--- src/rtl/arith_seq_if.sv ---
// Handshake and micro-op bundle between the order decoder, the arithmetic
// unit datapath and the arith_seq program sequencer.
interface arith_seq_if #(
    parameter int SHIFT_W = 3
) ();
    // order decoder / processing unit side
    logic               clear_a_from_pu;
    logic               start_from_op;
    logic [2:0]         op_from_op;
    logic [SHIFT_W-1:0] shift_len_from_io;
    // AU status levels
    logic               sign_a_from_au;
    logic               sign_b_from_au;
    logic               carry_out_from_au;
    logic               reg_c_lsb_from_au;
    logic               reg_b_msb_from_au;
    // handshake back to the order decoder
    logic               busy_to_op;
    logic               au_answer_to_op;
    logic               overflow_to_op;
    // AU control
    logic               result_sign_to_au;
    logic               do_not_a_to_au;
    logic               do_not_b_to_au;
    logic               do_clear_b_to_au;
    logic               do_sum_to_au;
    logic               do_and_to_au;
    logic               do_set_c_lsb_to_au;
    logic               do_left_shift_b_to_au;
    logic               do_left_shift_c_to_au;
    logic               do_right_shift_bc_to_au;
    logic               do_move_b_to_c_to_au;
    logic               do_move_c_to_b_to_au;

    // environment side: drives orders and AU status, observes the sequencer
    modport master (
        output clear_a_from_pu, start_from_op, op_from_op, shift_len_from_io,
        output sign_a_from_au, sign_b_from_au, carry_out_from_au,
        output reg_c_lsb_from_au, reg_b_msb_from_au,
        input  busy_to_op, au_answer_to_op, overflow_to_op, result_sign_to_au,
        input  do_not_a_to_au, do_not_b_to_au, do_clear_b_to_au, do_sum_to_au,
        input  do_and_to_au, do_set_c_lsb_to_au, do_left_shift_b_to_au,
        input  do_left_shift_c_to_au, do_right_shift_bc_to_au,
        input  do_move_b_to_c_to_au, do_move_c_to_b_to_au
    );

    // sequencer side
    modport slave (
        input  clear_a_from_pu, start_from_op, op_from_op, shift_len_from_io,
        input  sign_a_from_au, sign_b_from_au, carry_out_from_au,
        input  reg_c_lsb_from_au, reg_b_msb_from_au,
        output busy_to_op, au_answer_to_op, overflow_to_op, result_sign_to_au,
        output do_not_a_to_au, do_not_b_to_au, do_clear_b_to_au, do_sum_to_au,
        output do_and_to_au, do_set_c_lsb_to_au, do_left_shift_b_to_au,
        output do_left_shift_c_to_au, do_right_shift_bc_to_au,
        output do_move_b_to_c_to_au, do_move_c_to_b_to_au
    );
endinterface

--- src/rtl/arith_seq.sv ---
// Local program sequencer for the arithmetic unit. One one-hot FSM plus a
// shared iteration counter issues the AU micro-op pulses for add, sub, mul,
// div, and, and variable-length left shift, reports completion/overflow to
// the order decoder and keeps the sign of the last result.
module arith_seq #(
    parameter int WIDTH   = 30,
    parameter int SHIFT_W = 3
) (
    input logic        clk,
    input logic        resetn,
    arith_seq_if.slave bus
);
    localparam int CNT_W = $clog2(WIDTH + 1);
    localparam int CMP_W = (CNT_W > SHIFT_W) ? CNT_W : SHIFT_W;

    localparam logic [2:0] OP_ADD   = 3'd0;
    localparam logic [2:0] OP_SUB   = 3'd1;
    localparam logic [2:0] OP_MUL   = 3'd2;
    localparam logic [2:0] OP_DIV   = 3'd3;
    localparam logic [2:0] OP_AND   = 3'd4;
    localparam logic [2:0] OP_SHIFT = 3'd5;

    typedef enum logic [7:0] {
        S_IDLE   = 8'b0000_0001,
        S_PREP   = 8'b0000_0010,
        S_EXEC   = 8'b0000_0100,
        S_FIX    = 8'b0000_1000,
        S_LOOP_A = 8'b0001_0000,
        S_LOOP_B = 8'b0010_0000,
        S_WB     = 8'b0100_0000,
        S_ERR    = 8'b1000_0000
    } state_t;

    state_t             state_r;
    state_t             next_s;
    logic [CNT_W-1:0]   cnt_r;
    logic [2:0]         op_r;
    logic [SHIFT_W-1:0] shift_len_r;
    logic               sign_r;

    logic               cnt_clr_s;
    logic               cnt_inc_s;
    logic               sign_ld_s;
    logic               sign_val_s;
    logic               op_ld_s;
    logic               iter_last_s;
    logic               shift_last_s;

    // mul/div leave the loop on the last of WIDTH iterations; shift after shift_len
    assign iter_last_s  = (cnt_r == CNT_W'(WIDTH - 1));
    assign shift_last_s = (CMP_W'(cnt_r) == (CMP_W'(shift_len_r) - CMP_W'(1)));

    assign bus.busy_to_op        = (state_r != S_IDLE);
    assign bus.result_sign_to_au = sign_r;

    // next-state selection and combinational micro-op decode
    always_comb begin
        next_s                      = state_r;
        cnt_clr_s                   = 1'b0;
        cnt_inc_s                   = 1'b0;
        sign_ld_s                   = 1'b0;
        sign_val_s                  = sign_r;
        op_ld_s                     = 1'b0;
        bus.au_answer_to_op         = 1'b0;
        bus.overflow_to_op          = 1'b0;
        bus.do_not_a_to_au          = 1'b0;
        bus.do_not_b_to_au          = 1'b0;
        bus.do_clear_b_to_au        = 1'b0;
        bus.do_sum_to_au            = 1'b0;
        bus.do_and_to_au            = 1'b0;
        bus.do_set_c_lsb_to_au      = 1'b0;
        bus.do_left_shift_b_to_au   = 1'b0;
        bus.do_left_shift_c_to_au   = 1'b0;
        bus.do_right_shift_bc_to_au = 1'b0;
        bus.do_move_b_to_c_to_au    = 1'b0;
        bus.do_move_c_to_b_to_au    = 1'b0;

        if (bus.clear_a_from_pu) begin
            // abort: silence everything, drop to IDLE, keep the result sign
            next_s    = S_IDLE;
            cnt_clr_s = 1'b1;
        end else begin
            case (state_r)
                S_IDLE: begin
                    cnt_clr_s = 1'b1;
                    if (bus.start_from_op) begin
                        case (bus.op_from_op)
                            OP_ADD, OP_AND: begin
                                op_ld_s = 1'b1;
                                next_s  = S_EXEC;
                            end
                            OP_SUB, OP_MUL, OP_DIV: begin
                                op_ld_s = 1'b1;
                                next_s  = S_PREP;
                            end
                            OP_SHIFT: begin
                                op_ld_s = 1'b1;
                                if (bus.shift_len_from_io == {SHIFT_W{1'b0}}) begin
                                    next_s = S_WB;
                                end else begin
                                    next_s = S_LOOP_B;
                                end
                            end
                            default: begin
                                next_s = S_IDLE;
                            end
                        endcase
                    end else begin
                        next_s = S_IDLE;
                    end
                end
                S_PREP: begin
                    case (op_r)
                        OP_SUB: begin
                            bus.do_not_a_to_au = 1'b1;
                            next_s             = S_EXEC;
                        end
                        OP_MUL: begin
                            bus.do_clear_b_to_au = 1'b1;
                            sign_ld_s            = 1'b1;
                            sign_val_s           = bus.sign_a_from_au ^ bus.sign_b_from_au;
                            next_s               = S_LOOP_A;
                        end
                        OP_DIV: begin
                            bus.do_not_a_to_au = 1'b1;
                            sign_ld_s          = 1'b1;
                            sign_val_s         = bus.sign_a_from_au ^ bus.sign_b_from_au;
                            next_s             = S_EXEC;
                        end
                        default: begin
                            next_s = S_IDLE;
                        end
                    endcase
                end
                S_EXEC: begin
                    case (op_r)
                        OP_ADD: begin
                            if (bus.carry_out_from_au) begin
                                next_s = S_ERR;
                            end else begin
                                bus.do_sum_to_au = 1'b1;
                                next_s           = S_WB;
                            end
                        end
                        OP_SUB: begin
                            // no carry means the result went negative: recomplement in FIX
                            sign_ld_s  = 1'b1;
                            sign_val_s = bus.sign_b_from_au & ~bus.carry_out_from_au;
                            if (bus.carry_out_from_au) begin
                                bus.do_sum_to_au = 1'b1;
                                next_s           = S_WB;
                            end else begin
                                bus.do_not_a_to_au = 1'b1;
                                bus.do_not_b_to_au = 1'b1;
                                next_s             = S_FIX;
                            end
                        end
                        OP_DIV: begin
                            if (bus.carry_out_from_au) begin
                                next_s = S_ERR;
                            end else begin
                                next_s = S_LOOP_A;
                            end
                        end
                        OP_AND: begin
                            bus.do_and_to_au = 1'b1;
                            next_s           = S_WB;
                        end
                        default: begin
                            next_s = S_IDLE;
                        end
                    endcase
                end
                S_FIX: begin
                    bus.do_sum_to_au = 1'b1;
                    next_s           = S_WB;
                end
                S_LOOP_A: begin
                    case (op_r)
                        OP_MUL: begin
                            bus.do_sum_to_au = bus.reg_c_lsb_from_au;
                            next_s           = S_LOOP_B;
                        end
                        OP_DIV: begin
                            bus.do_left_shift_b_to_au = 1'b1;
                            bus.do_left_shift_c_to_au = 1'b1;
                            next_s                    = S_LOOP_B;
                        end
                        default: begin
                            next_s = S_IDLE;
                        end
                    endcase
                end
                S_LOOP_B: begin
                    cnt_inc_s = 1'b1;
                    case (op_r)
                        OP_MUL: begin
                            bus.do_right_shift_bc_to_au = 1'b1;
                            next_s = iter_last_s ? S_WB : S_LOOP_A;
                        end
                        OP_DIV: begin
                            bus.do_sum_to_au       = bus.carry_out_from_au ^ bus.reg_b_msb_from_au;
                            bus.do_set_c_lsb_to_au = bus.carry_out_from_au ^ bus.reg_b_msb_from_au;
                            next_s = iter_last_s ? S_WB : S_LOOP_A;
                        end
                        OP_SHIFT: begin
                            bus.do_left_shift_c_to_au = 1'b1;
                            next_s = shift_last_s ? S_WB : S_LOOP_B;
                        end
                        default: begin
                            next_s = S_IDLE;
                        end
                    endcase
                end
                S_WB: begin
                    bus.au_answer_to_op = 1'b1;
                    next_s              = S_IDLE;
                    case (op_r)
                        OP_ADD, OP_SUB, OP_MUL: begin
                            bus.do_move_b_to_c_to_au = 1'b1;
                        end
                        OP_DIV, OP_AND: begin
                            bus.do_move_c_to_b_to_au = 1'b1;
                        end
                        default: begin
                            bus.do_move_b_to_c_to_au = 1'b0;
                        end
                    endcase
                end
                S_ERR: begin
                    bus.au_answer_to_op = 1'b1;
                    bus.overflow_to_op  = 1'b1;
                    next_s              = S_IDLE;
                end
                default: begin
                    // corrupted one-hot vector: recover to IDLE
                    next_s = S_IDLE;
                end
            endcase
        end
    end

    // state register
    always_ff @(posedge clk or negedge resetn) begin
        if (!resetn) begin
            state_r <= S_IDLE;
        end else begin
            state_r <= next_s;
        end
    end

    // shared iteration counter
    always_ff @(posedge clk or negedge resetn) begin
        if (!resetn) begin
            cnt_r <= {CNT_W{1'b0}};
        end else if (cnt_clr_s) begin
            cnt_r <= {CNT_W{1'b0}};
        end else if (cnt_inc_s) begin
            cnt_r <= cnt_r + CNT_W'(1);
        end else begin
            cnt_r <= cnt_r;
        end
    end

    // order code and shift length captured at accepted start
    always_ff @(posedge clk or negedge resetn) begin
        if (!resetn) begin
            op_r        <= 3'd0;
            shift_len_r <= {SHIFT_W{1'b0}};
        end else if (op_ld_s) begin
            op_r        <= bus.op_from_op;
            shift_len_r <= bus.shift_len_from_io;
        end else begin
            op_r        <= op_r;
            shift_len_r <= shift_len_r;
        end
    end

    // latched result sign
    always_ff @(posedge clk or negedge resetn) begin
        if (!resetn) begin
            sign_r <= 1'b0;
        end else if (sign_ld_s) begin
            sign_r <= sign_val_s;
        end else begin
            sign_r <= sign_r;
        end
    end
endmodule

--- src/flat_wrapper.sv ---
// flat-port wrapper written by rule: the top's interface ports become plain ports
module arith_seq_flat 
#(
    parameter int WIDTH   = 30,
    parameter int SHIFT_W = 3
)
  (clk, resetn, bus_clear_a_from_pu, bus_start_from_op, bus_op_from_op, bus_shift_len_from_io, bus_sign_a_from_au, bus_sign_b_from_au, bus_carry_out_from_au, bus_reg_c_lsb_from_au, bus_reg_b_msb_from_au, bus_busy_to_op, bus_au_answer_to_op, bus_overflow_to_op, bus_result_sign_to_au, bus_do_not_a_to_au, bus_do_not_b_to_au, bus_do_clear_b_to_au, bus_do_sum_to_au, bus_do_and_to_au, bus_do_set_c_lsb_to_au, bus_do_left_shift_b_to_au, bus_do_left_shift_c_to_au, bus_do_right_shift_bc_to_au, bus_do_move_b_to_c_to_au, bus_do_move_c_to_b_to_au);
  arith_seq_if #(.SHIFT_W(SHIFT_W)) bus_i ();
  input logic clk;
  input logic resetn;
  input wire logic [$bits(bus_i.clear_a_from_pu)-1:0] bus_clear_a_from_pu;
  input wire logic [$bits(bus_i.start_from_op)-1:0] bus_start_from_op;
  input wire logic [$bits(bus_i.op_from_op)-1:0] bus_op_from_op;
  input wire logic [$bits(bus_i.shift_len_from_io)-1:0] bus_shift_len_from_io;
  input wire logic [$bits(bus_i.sign_a_from_au)-1:0] bus_sign_a_from_au;
  input wire logic [$bits(bus_i.sign_b_from_au)-1:0] bus_sign_b_from_au;
  input wire logic [$bits(bus_i.carry_out_from_au)-1:0] bus_carry_out_from_au;
  input wire logic [$bits(bus_i.reg_c_lsb_from_au)-1:0] bus_reg_c_lsb_from_au;
  input wire logic [$bits(bus_i.reg_b_msb_from_au)-1:0] bus_reg_b_msb_from_au;
  output wire logic [$bits(bus_i.busy_to_op)-1:0] bus_busy_to_op;
  output wire logic [$bits(bus_i.au_answer_to_op)-1:0] bus_au_answer_to_op;
  output wire logic [$bits(bus_i.overflow_to_op)-1:0] bus_overflow_to_op;
  output wire logic [$bits(bus_i.result_sign_to_au)-1:0] bus_result_sign_to_au;
  output wire logic [$bits(bus_i.do_not_a_to_au)-1:0] bus_do_not_a_to_au;
  output wire logic [$bits(bus_i.do_not_b_to_au)-1:0] bus_do_not_b_to_au;
  output wire logic [$bits(bus_i.do_clear_b_to_au)-1:0] bus_do_clear_b_to_au;
  output wire logic [$bits(bus_i.do_sum_to_au)-1:0] bus_do_sum_to_au;
  output wire logic [$bits(bus_i.do_and_to_au)-1:0] bus_do_and_to_au;
  output wire logic [$bits(bus_i.do_set_c_lsb_to_au)-1:0] bus_do_set_c_lsb_to_au;
  output wire logic [$bits(bus_i.do_left_shift_b_to_au)-1:0] bus_do_left_shift_b_to_au;
  output wire logic [$bits(bus_i.do_left_shift_c_to_au)-1:0] bus_do_left_shift_c_to_au;
  output wire logic [$bits(bus_i.do_right_shift_bc_to_au)-1:0] bus_do_right_shift_bc_to_au;
  output wire logic [$bits(bus_i.do_move_b_to_c_to_au)-1:0] bus_do_move_b_to_c_to_au;
  output wire logic [$bits(bus_i.do_move_c_to_b_to_au)-1:0] bus_do_move_c_to_b_to_au;
  assign bus_i.clear_a_from_pu = bus_clear_a_from_pu;
  assign bus_i.start_from_op = bus_start_from_op;
  assign bus_i.op_from_op = bus_op_from_op;
  assign bus_i.shift_len_from_io = bus_shift_len_from_io;
  assign bus_i.sign_a_from_au = bus_sign_a_from_au;
  assign bus_i.sign_b_from_au = bus_sign_b_from_au;
  assign bus_i.carry_out_from_au = bus_carry_out_from_au;
  assign bus_i.reg_c_lsb_from_au = bus_reg_c_lsb_from_au;
  assign bus_i.reg_b_msb_from_au = bus_reg_b_msb_from_au;
  assign bus_busy_to_op = bus_i.busy_to_op;
  assign bus_au_answer_to_op = bus_i.au_answer_to_op;
  assign bus_overflow_to_op = bus_i.overflow_to_op;
  assign bus_result_sign_to_au = bus_i.result_sign_to_au;
  assign bus_do_not_a_to_au = bus_i.do_not_a_to_au;
  assign bus_do_not_b_to_au = bus_i.do_not_b_to_au;
  assign bus_do_clear_b_to_au = bus_i.do_clear_b_to_au;
  assign bus_do_sum_to_au = bus_i.do_sum_to_au;
  assign bus_do_and_to_au = bus_i.do_and_to_au;
  assign bus_do_set_c_lsb_to_au = bus_i.do_set_c_lsb_to_au;
  assign bus_do_left_shift_b_to_au = bus_i.do_left_shift_b_to_au;
  assign bus_do_left_shift_c_to_au = bus_i.do_left_shift_c_to_au;
  assign bus_do_right_shift_bc_to_au = bus_i.do_right_shift_bc_to_au;
  assign bus_do_move_b_to_c_to_au = bus_i.do_move_b_to_c_to_au;
  assign bus_do_move_c_to_b_to_au = bus_i.do_move_c_to_b_to_au;
  arith_seq #(.WIDTH(WIDTH), .SHIFT_W(SHIFT_W)) u_core (.clk(clk), .resetn(resetn), .bus(bus_i));
endmodule
--- config.mk ---
export PLATFORM = sky130hd
export DESIGN_NAME = arith_seq_flat
export DESIGN_NICKNAME = d
export VERILOG_FILES = /design/src/rtl/arith_seq_if.sv /design/src/rtl/arith_seq.sv /design/src/flat_wrapper.sv
export SDC_FILE = /design/constraint.sdc
export NUM_CORES = 1
export LEC_CHECK = 0
export CELL_PAD_IN_SITES_DETAIL_PLACEMENT = 0
export CELL_PAD_IN_SITES_GLOBAL_PLACEMENT = 1
export CORE_UTILIZATION = 40
export CTS_CLUSTER_SIZE = 30
export DETAILED_ROUTE_END_ITERATION = 12
export PLACE_DENSITY = 0.85
export SYNTH_ARGS = -nofsm -noshare
export SYNTH_HDL_FRONTEND = slang
export SYNTH_SLANG_ARGS = --single-unit
--- constraint.sdc ---
create_clock -name clk -period 2.74 [get_ports clk]
set_input_delay 0.411 -clock clk [delete_from_list [all_inputs] [get_ports clk]]
set_output_delay 0.411 -clock clk [all_outputs]
set_load 0.005 [all_outputs]
**Word level (Yosys, flattened, before mapping)**

Cells that the tools add are included.

- $add $sub $neg: 2
- Multiplexer cells: 70
- Bitwise logic cells: 5
- Reduce and logical (&&, ||, !) cells: 14
- Equal/unequal tests: 23

Operators with widths:

| operator | number |
|---|---|
| two-way mux 1 bit | 48 |
| one-hot mux 8 bit (6 select lines) | 1 |
| two-way mux 8 bit | 4 |
| one-hot mux 8 bit (4 select lines) | 1 |
| two-way mux 7 bit | 4 |
| one-hot mux 8 bit (3 select lines) | 1 |
| one-hot mux 8 bit (2 select lines) | 1 |
| equality test 3 x 2 -> 1 bit (second input constant) | 4 |
| equality test 3 bit (second input constant) | 4 |
| two-way mux 5 bit | 2 |
| one-hot mux 1 bit (2 select lines) | 5 |
| one-hot mux 5 bit (2 select lines) | 1 |
| OR reduction 2 bit | 5 |
| zero test 3 bit | 3 |
| equality test 8 x 1 -> 1 bit (second input constant) | 1 |
| equality test 8 x 2 -> 1 bit (second input constant) | 1 |
| equality test 8 x 3 -> 1 bit (second input constant) | 1 |
| equality test 8 x 4 -> 1 bit (second input constant) | 1 |
| equality test 8 x 5 -> 1 bit (second input constant) | 1 |
| equality test 8 x 6 -> 1 bit (second input constant) | 1 |
| equality test 8 x 7 -> 1 bit (second input constant) | 1 |
| equality test 8 bit (second input constant) | 1 |
| != test 8 x 1 -> 1 bit (second input constant) | 1 |
| equality test 3 x 1 -> 1 bit (second input constant) | 2 |
| other kinds (15) | 19 |

- Register bits after elaboration: 20
- Word-level logic and storage cells: 119
- Bits of input ports: 15

**Logic depth before layout (Yosys ltp)**

- Word-level depth: 6
- Depth in mapped cells: 7

**Least setup slack after synthesis**

OpenSTA, ideal clock, no wires.

- Path type: reg2out
- Start point: register u_core.state_r[7]
- End point: output port bus_do_not_a_to_au
- Slack: 0.714 ns
- Stages on the path, launching flop included: 6
- Arrival time: 1.615 ns
- Cell sequence: dfrtp_1 -> nor4_4 -> nand2_1 -> or3_1 -> or2_1 -> a21oi_1

- Cells in the longest elaborated chain, start to end: 3
- Elaborated cells on any way between the ends: 4
- Those cells by class: 2 x eq/ne; 2 x mux

Ends and longest elaborated chain:

| what | line | RTL |
|---|---|---|
| start: declaration | arith_seq.sv:34 | `state_t state_r;` |
| start signal: assignment | arith_seq.sv:248 | `state_r <= next_s;` |
| equality test 8 x 3 -> 1 bit or equality test 8 x 2 -> 1 bit (tied branches) | arith_seq.sv:83 | `case (state_r)` |
| one-hot mux 1 bit (2 select lines) * | arith_seq.sv:83 |  |
| two-way mux 1 bit * | arith_seq.sv:78 | `if (bus.clear_a_from_pu) begin` |
| end: declaration | flat_wrapper.sv:24 | `output wire logic [$bits(bus_i.do_not_a_to_au)-1:0] bus_do_not_a_to_au;` |

Mark *: on every way between the ends. The rest lies on a longest branch, timed or not.

**Final worst setup path**

- Start point: register u_core.state_r[6]
- End point: output port bus_do_and_to_au

- Cells in the longest elaborated chain, start to end: 3

Ends and longest elaborated chain:

| what | line | RTL |
|---|---|---|
| equality test 8 x 3 -> 1 bit | arith_seq.sv:83 |  |
| two-way mux 1 bit | arith_seq.sv:83 |  |
| two-way mux 1 bit | arith_seq.sv:78 |  |
| end: declaration | flat_wrapper.sv:28 | `output wire logic [$bits(bus_i.do_and_to_au)-1:0] bus_do_and_to_au;` |

Every way passes these cells.

==> results.cfg <==
[status]
status = completed

[final_layout]
syn_to_final_growth_pct = 33.6
layout-drive-gt1-share_pct = 19.0
nNetsFinal = 229
antenna_cells = 0
fin_util_pct = 57.3
fill_cells = 312

[timing]
fin_skew_ns = 0.00322
tns_ns = 0
grt_setup_unrepaired = no
clock.fmax_mhz = 379
setup_viol = 0
timing.final.crit_period_ns = 2.64
hold_violations = 0
fin_crit_sh_pct = 96.3
worst_pin_slew_ns = 0.873
finalMaxSlewViolations = 0
setup_ws_ns = 0.100
whs_ns = 0.511
max_slew_margin_pct = 41.6

[route]
route.vias.total = 1391
drt-total-wl_um = 3780
first_pass_iters = 4
drcViolationCount = 0
via_per_inst = 5.43
wl_per_cell_um = 14.8
drt_iter0_markers = 80
postRouteAntennaNets = 0

[clock_tree]
clockBufferDepth = 2
clock_latency_ns = 0.25
cts_root_buf = clkbuf_8
cts_tree = built
htree_levels = 1
cts_made_buffers = 3
clkTransAtPathRegs_ns = 0.07
cts_sinks = 20

[grt]
antenna_found_initial = 0
grtUsageTotal_pct = 20.2
grt_overflow = 0
grt_max_degree = 21
grt_pass1_vias = 1388
grt_pass1_wl_um = 6330

[critical_path]
worstSetupEndpointType = primary output
start_kind = flip-flop
reg2reg_from = u_core.state_r[7]$_DFF_PN0_
crit_type = flip-flop to primary output
crit_chain = nor4_4, buf_4, nand3_1, nor4b_1, clkdlybuf4s50_1
r2r_cells = 7
crit_required_ns = 2.33
max_stage_delay_ns = 0.57
cp.arrival_ns = 2.23
rr_endpoint = u_core.bus.result_sign_to_au$_DFFE_PN0P_
critical_path.startpoint = u_core.state_r[6]$_DFF_PN0_
cp_max_fo = 5
r2r_setup_slack_ns = 0.39
cp_slowest_cell = clkdlybuf4s50_1

[synth]
netlist_area_um2 = 1480
post_synth.cell_area_avg_um2 = 8.79
synth_cell_types = 43
synthesis.nets = 186
seq_area_frac_synth_pct = 34.0
synth.area.top_cells = dfrtp_1 (32%), nor3_1 (4.7%), xnor2_1 (4.7%)
synthFlopType = dfrtp_1
synth-async-reset-ratio_pct = 100
yosysTopAreaCell = dfrtp_1
synth-edff-count = 0
yosysTopAreaCellShare_pct = 32.2
yosysWarnings = 0
ys_seq_elements = 20
synthCells = 168

[placement]
post-dp-hpwl_um = 2870
place_congestion = 0.895
io_buffers = 29
place_ws_ns = -0.0576

[run]
max_cap_viol_count = 0

[floorplan]
die_height_um = 62.8
die_x_um = 62.8
dieArea_um2 = 3940
fp-row-count = 21
coreArea_um2 = 3440
io_pins = 30
initial_core_util_pct = 42.9

[pwr]
powerDensity_nw_per_um2 = 458
p_leak_nw = 0.781
peakVddDrop_mv = 0.305

[min_path]
hp-start = u_core.bus.result_sign_to_au$_DFFE_PN0P_
hold_depth = 1
hold_class = flip-flop to flip-flop
min_to = u_core.bus.result_sign_to_au$_DFFE_PN0P_
## worst max-delay path: cells and delay by family, from the launching register on
kind	cells	cell delay, ns
AND/OR/NAND/NOR	3	0.79
buffers and inverters	2	0.75
flip-flops	1	0.43
## state kept, by name, indices dropped and copies added (netlist names)
register / count
u_core.shift_len_r: 3
u_core.op_r: 3
u_core.bus.result_sign_to_au: 1
u_core.state_r: 8
u_core.cnt_r: 5
## stage by stage
step | area, um2 | power, mW | std cells
after floorplan | 1480 | 0.598 | 168
after global placement | 1870 | 0.693 | 247
after detailed placement | 1870 | 0.699 | 247
after CTS | 1930 | 0.899 | 253
after global routing | 1970 | 0.962 | 256
final | 1970 | 0.904 | 256
## kinds of logic (layout without fill, tap and decap cells)
logic type / after synthesis / in the layout / share of synthesized area, %
simple gates: 86 / 86 / 34.6
compound gates: 29 / 29 / 12.7
flops: 20 / 20 / 34.0
xor+xnor: 13 / 13 / 7.71
buf+inv: 10 / 52 / 3.22
mux: 7 / 7 / 5.25
fa+ha+maj: 3 / 3 / 2.54
## what timing repair did
item                       4_1_cts  5_1_grt
gates resized for setup          4        6
hold buffers                     0        0
pin swaps                        0        4
setup endpoints to repair        3        3
buffers inserted                 2        3
## routing by layer
metal	wire [um]	vias to the layer above	global-route usage (%)	share of wire, %
met5	0	-	0	0
met4	21	0	6.69	0.56
met3	181	2	2.01	4.8
met2	1870	42	34.6	50
met1	1700	651	26.6	45
li1	-	696	-	-
## area by class of cell
type / count / area, um2 / share of cell area (%)
Multi-Input combinational cell: 138 / 946 / 47.9
Tap cell: 46 / 57.6 / 2.92
Sequential cell: 20 / 504 / 25.6
Timing Repair Buffer: 44 / 403 / 20.4
Inverter: 4 / 17.5 / 0.888
Clock buffer: 4 / 45.0 / 2.28
## cells in the mapped netlist, types with 2 or more instances
cell and n:
nor2_1 16, o22ai_1 2, nand2_1 12, nand4_1 3, o21bai_1 2, nor3_1 14
nor4_1 3, a31oi_1 2, nor2b_1 7, dfrtp_1 19, inv_1 3, o21ai_0 3
mux2_2 6, nor4_2 2, nor4b_1 2, clkbuf_1 5, nor3b_1 2, xnor2_1 8
a21oi_1 12, ha_1 3, or3_1 3, nand2b_1 7, nand3_1 6, nand4b_1 2
o22a_1 2, xor2_1 5
## worst max-delay path by stage
| stage | slack, ns | depth (start not counted) | endpoint |
|---|---|---|---|
| 2_1_floorplan | 0.71 | 5 | bus_do_not_a_to_au |
| 4_1_cts | 0.03 | 6 | bus_do_not_b_to_au |
| 5_1_grt | 0.002 | 5 | bus_do_and_to_au |
| 6_report | 0.10 | 5 | bus_do_and_to_au |
| 3_3_place_gp | -0.02 | 6 | bus_do_move_b_to_c_to_au |
| 3_5_place_dp | -0.06 | 6 | bus_do_move_b_to_c_to_au |
## where the power goes
group          total [mW]  internal, mW  switching [mW]
clock               0.198         0.103          0.0943
combinational       0.318         0.160           0.158
sequential          0.388         0.329          0.0590
## cells in the final DEF, fill, tap and decap left out, types with 5 or more instances in the layout
cell type / n
xnor2_1: 8
nand2_1: 11
mux2_2: 6
nand3_1: 6
nor3_1: 14
clkdlybuf4s50_1: 26
nor2_1: 16
nor2b_1: 7
xor2_1: 5
dfrtp_1: 17
nand2b_1: 7
a21oi_1: 12
buf_4: 15
Power figures use the tool's default switching activity.
